===== src/rtl/mem_port_arbiter.sv =====
// mem_port_arbiter: shares one line-wide memory port between two requesters with registered memory-side outputs
module mem_port_arbiter #(
  parameter int ADDR_W    = 32,
  parameter int DATA_W    = 256,
  parameter int PRIO_MODE = 0
) (
  input  logic              clk_i,
  input  logic              rst_i,
  input  logic              p0_enable_i,
  input  logic              p0_write_i,
  input  logic [ADDR_W-1:0] p0_addr_i,
  input  logic [DATA_W-1:0] p0_data_i,
  output logic              p0_ack_o,
  output logic [DATA_W-1:0] p0_data_o,
  input  logic              p1_enable_i,
  input  logic              p1_write_i,
  input  logic [ADDR_W-1:0] p1_addr_i,
  input  logic [DATA_W-1:0] p1_data_i,
  output logic              p1_ack_o,
  output logic [DATA_W-1:0] p1_data_o,
  output logic              mem_enable_o,
  output logic              mem_write_o,
  output logic [ADDR_W-1:0] mem_addr_o,
  output logic [DATA_W-1:0] mem_data_o,
  input  logic              mem_ack_i,
  input  logic [DATA_W-1:0] mem_data_i,
  output logic [1:0]        grant_o,
  output logic              busy_o
);
  localparam logic [0:0] IDLE = 1'b0;
  localparam logic [0:0] BUSY = 1'b1;
  logic [0:0] state;
  logic       last;
  logic [1:0] mask;
  logic [1:0] elig;
  logic       win1;
  logic       done;
  assign elig = {p1_enable_i & ~mask[1], p0_enable_i & ~mask[0]};
  // Port 1 takes a tie under fixed priority, or when port 0 owned the port last.
  assign win1 = elig[1] & (~elig[0] | (PRIO_MODE != 0) | ~last);
  assign busy_o = state == BUSY;
  assign done = busy_o & mem_ack_i;
  assign p0_ack_o = done & grant_o[0];
  assign p1_ack_o = done & grant_o[1];
  assign p0_data_o = mem_data_i;
  assign p1_data_o = mem_data_i;
  always_ff @(posedge clk_i or negedge rst_i) begin
    if (!rst_i) begin
      state        <= IDLE;
      last         <= 1'b1;
      mask         <= '0;
      grant_o      <= '0;
      mem_enable_o <= 1'b0;
      mem_write_o  <= 1'b0;
      mem_addr_o   <= '0;
      mem_data_o   <= '0;
    end else if (state == IDLE) begin
      mask <= '0;
      if (|elig) begin
        state        <= BUSY;
        grant_o      <= win1 ? 2'b10 : 2'b01;
        mem_enable_o <= 1'b1;
        mem_write_o  <= win1 ? p1_write_i : p0_write_i;
        mem_addr_o   <= win1 ? p1_addr_i : p0_addr_i;
        mem_data_o   <= win1 ? p1_data_i : p0_data_i;
      end
    end else if (mem_ack_i) begin
      state        <= IDLE;
      grant_o      <= '0;
      mem_enable_o <= 1'b0;
      last         <= grant_o[1];
      mask         <= grant_o;
    end
  end
endmodule

===== config.mk =====
export PLATFORM = sky130hd
export DESIGN_NAME = mem_port_arbiter
export DESIGN_NICKNAME = d
export VERILOG_FILES = /design/src/rtl/mem_port_arbiter.sv
export SDC_FILE = /design/constraint.sdc
export NUM_CORES = 1
export LEC_CHECK = 0
export ABC_AREA = 1
export CAP_MARGIN = 20
export CORE_AREA = 2 2 635 637
export DETAILED_ROUTE_END_ITERATION = 7
export DIE_AREA = 0 0 637 639
export PLACE_DENSITY_LB_ADDON = 0.15
export SLEW_MARGIN = 20
export SYNTH_ARGS = -nofsm -noshare
export SYNTH_HDL_FRONTEND = slang
export SYNTH_SLANG_ARGS = --single-unit

===== constraint.sdc =====
create_clock -name clk_i -period 1.5 [get_ports clk_i]
set_clock_uncertainty 0.15 [all_clocks]
set_input_delay 0.3 -clock clk_i [delete_from_list [all_inputs] [get_ports clk_i]]
set_output_delay 0.3 -clock clk_i [all_outputs]
set_load 0.05 [all_outputs]

* Word level (Yosys, flattened, before mapping)
Cells that the tools add are included. W data, S select, Z words.
Storage, ports and cells: input bits 839, word-level logic and storage cells 41, output and inout port bits 807, bits in latches 0, memories kept 0, bits in read-only memories 0, flip-flop bits (word level) 296, memory bits (writable) 0
Cells by class: shift-type cells 0, magnitude comparators 0, $add $sub $neg 0, eq/ne operators 1, bitwise operators 12, divide/modulo/power cells 0, muxes and demuxes 15, reductions and logical operators 5, multipliers 0
Operators by type and width (number):
- $mux W256 | 1
- $mux W32 | 1
- $mux W2 | 6
- $mux W1 | 7
- $and A1 B1 Y1 | 6
- $reduce_and A2 Y1 | 3
- $not A1 Y1 | 5
- $ne A2 B2 Y1 const B | 1
- $reduce_bool A2 Y1 | 1
- $reduce_or A2 Y1 | 1
- $or A1 B1 Y1 | 1

* Logic depth before layout (Yosys ltp)
Gate-level depths: netlist (run 1).
word-level depth 8, depth in mapped cells 10, mapped depth without buffers 7

* Worst setup path after synthesis (run 1)
Ideal clock, no wire load.
path kind reg2out, start register state (netlist: busy_o), end output p0_ack_o, arrival time 1.602 ns, buffers on the path 0, slack -0.552 ns, required time 1.050 ns, cell stages (with the launch flop) 3, cells stage by stage dfrtp_1 > nand2_1 > nor2_1
On the way: cells in the longest elaborated chain, start to end 2
Ends and longest elaborated chain:
- start, declared | RTL line 32 | logic [0:0] state;
- start signal, assigned | RTL line 49 | state <= IDLE;
- start signal, assigned | RTL line 60 | state <= BUSY;
- start signal, assigned | RTL line 68 | state <= IDLE;
- $and A1 B1 Y1 | RTL line 42 | assign done = busy_o & mem_ack_i;
- $and A1 B1 Y1 | RTL line 43 | assign p0_ack_o = done & grant_o[0];
- end, declared | RTL line 13 | output logic p0_ack_o,
Every way passes these cells.

* Worst setup path after layout (run 1)
start register last, end register mem_data_o[84]
On the way: cells in the longest elaborated chain, start to end 4
Ends and longest elaborated chain:
- start, declared | RTL line 33 | logic last;
- start signal, assigned | RTL line 71 | last <= grant_o[1];
- $not A1 Y1 | RTL line 40 | assign win1 = elig[1] & (~elig[0] | (PRIO_MODE != 0) | ~last);
- $or A1 B1 Y1 | RTL line 40
- $and A1 B1 Y1 | RTL line 40
- $mux W256 | RTL line 65 | mem_data_o <= win1 ? p1_data_i : p0_data_i;
- end signal, assigned | RTL line 65
- end, declared | RTL line 24 | output logic [DATA_W-1:0] mem_data_o,
Every way passes these cells. A chain may end at the register's enable or synchronous reset.

==> results of run 1 <==
metal layers:
metal | wire length [µm] | GRT usage | up-vias
li1 | - | - | 9604
met1 | 78800 | 0.102 | 10400
met2 | 120000 | 0.193 | 1421
met3 | 37800 | 0.0836 | 404
met4 | 7380 | 0.0296 | 88
met5 | 1200 | 0.0130 | -
through the flow:
stage	setup TNS, ps	setup WS, ps	hold WS, ps
2_1_floorplan	-695	-17.2	-146
3_3_place_gp	-385590	-1390	130
3_5_place_dp	-371550	-1350	128
4_1_cts	-284370	-721	0.755
5_1_grt	-267770	-683	57.1
6_report	-209290	-572	108
how the worst min path moves through the flow:
stage                         from              end
floorplan                    rst_i           busy_o
global placement             rst_i  mem_data_o[120]
detailed placement           rst_i  mem_data_o[120]
CTS                 p0_data_i[172]  mem_data_o[172]
global route        p0_data_i[175]  mem_data_o[175]
finish               p0_addr_i[22]   mem_addr_o[22]
state kept, by name, summed over array words and instances (netlist names):
name,count
grant_o,2
last,1
mem_addr_o,32
mem_data_o,256
mem_enable_o,1
mask,2
busy_o,1
mem_write_o,1
power groups by stage:
stage | sequential, mW | combinational [mW] | clock, mW
floorplan | 26.7 | 13.4 | 0
finish | 16.4 | 62.8 | 12.7
global placement | 16.4 | 49.9 | 0
global route | 16.8 | 66.1 | 13.7
detailed placement | 16.5 | 49.7 | 0
CTS | 16.5 | 58.7 | 13.5
cells in the final DEF (no fill, tap or decap), types with 35 or more instances in the layout:
cell type	n
buf_4	201
clkdlybuf4s50_1	581
buf_6	35
buf_16	72
nand2_1	1094
nand3_2	67
buf_12	400
nand3_1	218
nand2_2	267
clkbuf_16	81
dfrtp_1	261
dlygate4sd3_1	75
nand2_4	90
cell type report:
| class | instances | area share |
|---|---|---|
| antenna | 9 | 0.000507 |
| clock buffer | 76 | 0.0340 |
| clock inverter | 19 | 0.00397 |
| inverter | 7 | 0.00113 |
| multi-input combinational | 1757 | 0.199 |
| sequential | 296 | 0.168 |
| tap | 5287 | 0.149 |
| timing repair buffer | 1427 | 0.444 |
| timing repair inverter | 1 | 0.000253 |
critical path, stage by stage, from the launching register on:
cell and delay [ps]:
dfstp_2 620, nand3_4 100, buf_12 160, buf_16 150
bufbuf_16 300, nand3_1 180, nand2_1 100, nand2_2 60
nand2_1 40
timing repair:
item,CTS,global route
setup buffers,60,129
hold buffers,77,0
hold endpoints to repair,363,0
endpoints found under the setup margin,589,671
gates resized for setup,423,408
gates cloned,56,35
pin swaps,125,125
kinds of logic (layout without fill, tap and decap cells):
| group | count (synthesis) | in the layout | share of synthesized area |
|---|---|---|---|
| and+or+nand+nor | 1753 | 1753 | 0.363 |
| AOI/OAI and AO/OA | 4 | 4 | 0.00118 |
| other | 0 | 9 | 0 |
| DFF | 296 | 296 | 0.387 |
| buffers and inverters | 679 | 1530 | 0.249 |
==> metrics.txt, run 1 <==
status=finished with violations; failing checks=negative setup slack; Leakage Power=19.1 nW; area delta synth->final=132%; Crit. Startpoint=last; clk root buf=clkbuf_16; Pre-antenna DRT Iters=5; HP Class=in2reg; Post-synth top cells=nand2_1 (1456), buf_4 (543), dfrtp_1 (295), nand3_1 (292), buf_2 (108); DR WL/cell=27.6 µm; Synth Area per Inst=7.01 µm²; DR vias/cell=2.46; Cells after Synth=2732; most numerous cell in the Yosys netlist=nand2_1; Clock Power Share=0.138; Tot Pwr=91.9 mW; vias in the first global route=between 20000 and 25000; Yosys reg bits=296; total CTS buffers=between 50 and 60; Pint=48.8 mW; gpl congestion=0.795; worst reg2reg setup slack=-570 ps; Vias=21900; die height=639 µm; clock-pin slew on the worst setup and hold paths=70 ps; Startpoint Class=register; Nets=~4400; Synth area leader=dfrtp_1; DRC=0; RSZ-0062 raised after global routing=yes; CP arrival=2480 ps; reg-to-reg startpoint=last; Die Footprint=slightly above 400000 µm²; worst slew pin tran=just over 700 ps; Yosys top cell area share=0.385; final setup vio count=588; post-layout util=0.111; cells on worst reg2reg path=8; Ports=approximately 1600; Final ANT Viol Nets=0; Register Area=between 7000 and 8000 µm²; synth top area cells=dfrtp_1 (39%), nand2_1 (29%), buf_4 (21%); total core area=approximately 400000 µm²; Syn. warnings=0; final hold violations=0; final-layout fill cell count=46100; row count=233; post-route insts no fill=8879; clock buffer depth=3; synth unique cells=16; Final HPWL DP=a little under 200000 µm; largest net degree at the start of global routing=~70; PortBufs=~880; crit path capture type=register; GRT Resource Usage Total=0.112; maximum vdd drop=approximately 1100 µV; CTS tree=yes; initial antenna violation count=slightly above 100; Combinational Power Share=0.683; register area share after synthesis=0.387; GRT overflow=0; H-tree depth=2; Iteration-0 DRC Markers=approximately 1200; max_cap viols=0; worst-skew pair later-pin latency=between 700 and 800 ps; fin crit period=between 2000 and 2500 ps; DP Area=35300 µm²; kind of critical path=reg2reg; Async S/R FF share, synth=1.00; NetSw=43.1 mW; Achievable Freq=483 MHz; Critical Path RT=between 1500 and 2000 ps; Max Slew Vio Count=0; Post-synth EDFFs=0; dominant synthesized flop cell=dfrtp_1; Starting Density=0.0478; Reg-to-Reg End=mem_data_o[84]; part of the power in registers=0.179; sw frac=0.469; worst relative slew slack=0.529; Die Wd=between 600 and 700 µm; footprint of the multi-input gates=8860 µm²; clock sinks=296; placed cell count=8439; Design Area, Final=44400 µm²; fin crit share=1.38; Max FO, Critical Path=11; hold path depth=5; first-pass GRT wire length=~290000 µm; Routed WL=245000 µm; syn nets=3571; synthesized cell area=19200 µm²; CP endpoint=mem_data_o[84]; final worst slack=-572 ps; PwrDens=approximately 2100 nW/µm²; layout cell share with drive strength beyond 1=0.372
Note: power is estimated with default switching activity, not from simulation.
==> run 2, diff against run 1 <==
--- a/config.mk
+++ b/config.mk
@@ -7,9 +7,9 @@
 export LEC_CHECK = 0
 export ABC_AREA = 1
 export CAP_MARGIN = 20
-export CORE_AREA = 2 2 635 637
+export CORE_AREA = 2 2 642 644
 export DETAILED_ROUTE_END_ITERATION = 7
-export DIE_AREA = 0 0 637 639
+export DIE_AREA = 0 0 644 646
 export PLACE_DENSITY_LB_ADDON = 0.15
 export SLEW_MARGIN = 20
 export SYNTH_ARGS = -nofsm -noshare
==> constraint.sdc (replaced) <==
create_clock -name clk_i -period 2 [get_ports clk_i]
set_clock_uncertainty 0.15 [all_clocks]
set_input_delay 0.4 -clock clk_i [delete_from_list [all_inputs] [get_ports clk_i]]
set_output_delay 0.4 -clock clk_i [all_outputs]
set_load 0.05 [all_outputs]
==> run 2 against run 1 <==
The run still ends with negative setup slack left. Worst setup slack improved by 490 ps. Final area fell by 22%. Critical path depth fell by 5. First-iteration DRC count rose by 5.6%. Routed wire length fell by 8.2%. Critical endpoint is now p1_ack_o. Highest routed layer unchanged.
==> metrics.txt, run 2 (same netlist as run 1, synthesis figures left out) <==
largest reg by FF count=mem_data_o; part of the power in registers=0.210 (+0.031); Worst Min Path Start=p0_data_i[3]; post-layout util=0.0844 (-0.0264); Clock Power Share=0.174 (+0.036); Final TNS setup=-135 ps (+209160 ps); total CTS buffers=48 (-7.7%); kind of critical path=reg2out; RSZ-0062 raised after global routing=yes; worst-skew pair later-pin latency=690 ps (-30 ps); DR WL/cell=25.7 µm (-6.9%); Max FO, Critical Path=4 (-7); Largest regs=mem_data_o (256), mem_addr_o (32); row count=235 (+0.86%); fin crit share=1.04; CTS tree=yes; clock sinks=296 (unchanged); WP buf/inv=1 (-2); initial antenna violation count=106 (+3.9%); PwrDens=1500 nW/µm² (-28%); worst slew pin tran=766 ps (+60.0 ps); worst reg2reg setup slack=40 ps (+610 ps); DP Area=31900 µm² (-9.8%); gpl congestion=0.794 (about the same); Pre-antenna DRT Iters=5 (unchanged); most common cell after layout, fill and taps aside=nand2_1; Combinational Power Share=0.617 (-0.066); final setup vio count=2 (-99.7%); Critical Path RT=1450 ps (-460 ps); H-tree depth=2 (unchanged); max_cap viols=0 (unchanged); die height=646 µm (+1.1%); CP arrival=1530 ps (-950 ps); Max Slew Vio Count=0 (unchanged); Reg-to-Reg End=mem_data_o[196]; clk root buf=clkbuf_16; Starting Density=0.0469 (-0.000918); Iteration-0 DRC Markers=1293 (+5.6%); layout cell share with drive strength beyond 1=0.203 (-0.170); Tot Pwr=51.6 mW (-44%); Die Wd=644 µm (+1.1%); Vias=20200 (-7.7%); most frequent cells in the layout=nand2_1 (1435), clkdlybuf4s50_1 (580), buf_4 (408), dfrtp_1 (285), nand3_1 (281); Final ANT Viol Nets=0 (unchanged); Ports=1646 (unchanged); placed cell count=8592 (+1.8%); number of flip-flops in the largest register=256 (unchanged); status=finished with violations; Crit path max-delay family=flip-flops; GRT Resource Usage Total=0.103 (-0.00925); CP max-delay cell=dfrtp_1; Pint=24.4 mW (-50%); final worst slack=-78.8 ps (+493 ps); failing checks=negative setup slack; reg-to-reg startpoint=busy_o; Nets=4065 (-7.2%); Worst Hold Path EP=mem_data_o[3]; area delta synth->final=80.2%; largest net degree at the start of global routing=49 (-29%); clock buffer depth=3 (unchanged); Achievable Freq=481 MHz; crit path cell chain=nand2_4, nor2_4, buf_12; crit path capture type=primary output; fin crit period=2080 ps; Routed WL=225000 µm (-8.2%); Startpoint Class=register; vias in the first global route=20700 (-6.4%); GRT overflow=0 (unchanged); sw frac=0.527 (+0.0585); final hold violations=0 (unchanged); maximum vdd drop=603 µV (-44%); Final HPWL DP=195000 µm (about the same); total core area=409000 µm² (+2.0%); NetSw=27.2 mW (-37%); hold path depth=5 (unchanged); first-pass GRT wire length=268000 µm (-6.5%); Crit. Startpoint=busy_o; clock-pin slew on the worst setup and hold paths=50 ps (-20 ps); DR vias/cell=2.31 (-6.4%); crit-path max cell delay=400 ps (-220 ps); Die Footprint=416000 µm² (+2.2%); Design Area, Final=34500 µm² (-22%); DRC=0 (unchanged); Worst path depth=3 (-5); post-route insts no fill=8754 (-1.4%); Leakage Power=15.0 nW (-22%); worst relative slew slack=0.489 (-0.0400); HP Class=in2reg; cells on worst reg2reg path=10 (+2); PortBufs=877 (unchanged)
[run 2: cell types whose count changed in the layout (fill, tap and decap cells not counted), sizes merged, moves of 2 or more]
cell | previous run | this run
bufbuf | 3 | 1
diode | 9 | 39
inv | 10 | 8
clkinv | 11 | 6
clkbuf | 104 | 79
dlygate4sd3 | 75 | 1
buf | 739 | 527
[run 2: stage by stage]
step / hold slack (ps) / worst slack (ps)
after floorplan: -45.6 / -152
after global placement: 312 / -988
after detailed placement: 312 / -988
after CTS: 45.7 / -198
after global routing: 117 / -175
final: 168 / -78.8
[run 2: how the worst max path moves through the flow]
stage                      endpoint
floorplan                  p0_ack_o
global placement    mem_data_o[148]
detailed placement  mem_data_o[148]
CTS                        p1_ack_o
global route               p1_ack_o
finish                     p1_ack_o
[run 2: what timing repair did]
| item | CTS | global route |
|---|---|---|
| pin swaps | 6 | 5 |
| hold endpoints to repair | 53 | 0 |
| resized for setup | 71 | 35 |
| buffers inserted | 21 | 7 |
| gates cloned | 6 | 5 |
| endpoints found under the setup margin | 310 | 123 |
| hold buffers | 1 | 0 |
[run 2: worst reg2reg max path: stages (launching register included)]
cell        delay, ps
dfrtp_1           400
buf_4             170
clkinvlp_4        100
buf_12            150
nand2_8           150
clkinv_16         110
buf_16            180
buf_12            180
buf_12            140
nand2_1            80
nand2_1            40
[run 2: layer usage]
layer / global-route usage / share of wire
met5: 0.0143 / 0.0053
met4: 0.0312 / 0.032
met3: 0.0863 / 0.18
met2: 0.169 / 0.47
met1: 0.0926 / 0.31
[run 2: power groups by stage]
stage	sequential [mW]	combinational [mW]	clock, mW
after global placement	10.9	31.2	0
after CTS	10.9	32.4	9.56
after floorplan	20.0	9.97	0
after global routing	11.2	34.0	9.71
final	10.8	31.8	8.95
after detailed placement	10.9	31.1	0
[run 2: final cells by class]
type | instances | area, µm²
diodes | 39 | 97.6
multi-input cells | 1757 | 7160
clock buffers | 73 | 1420
inverters | 7 | 56.3
flip-flops and latches | 296 | 7420
clock inverters | 15 | 200
well taps | 5451 | 6820
fillers | 48100 | 374000
repair buffers | 1116 | 11300
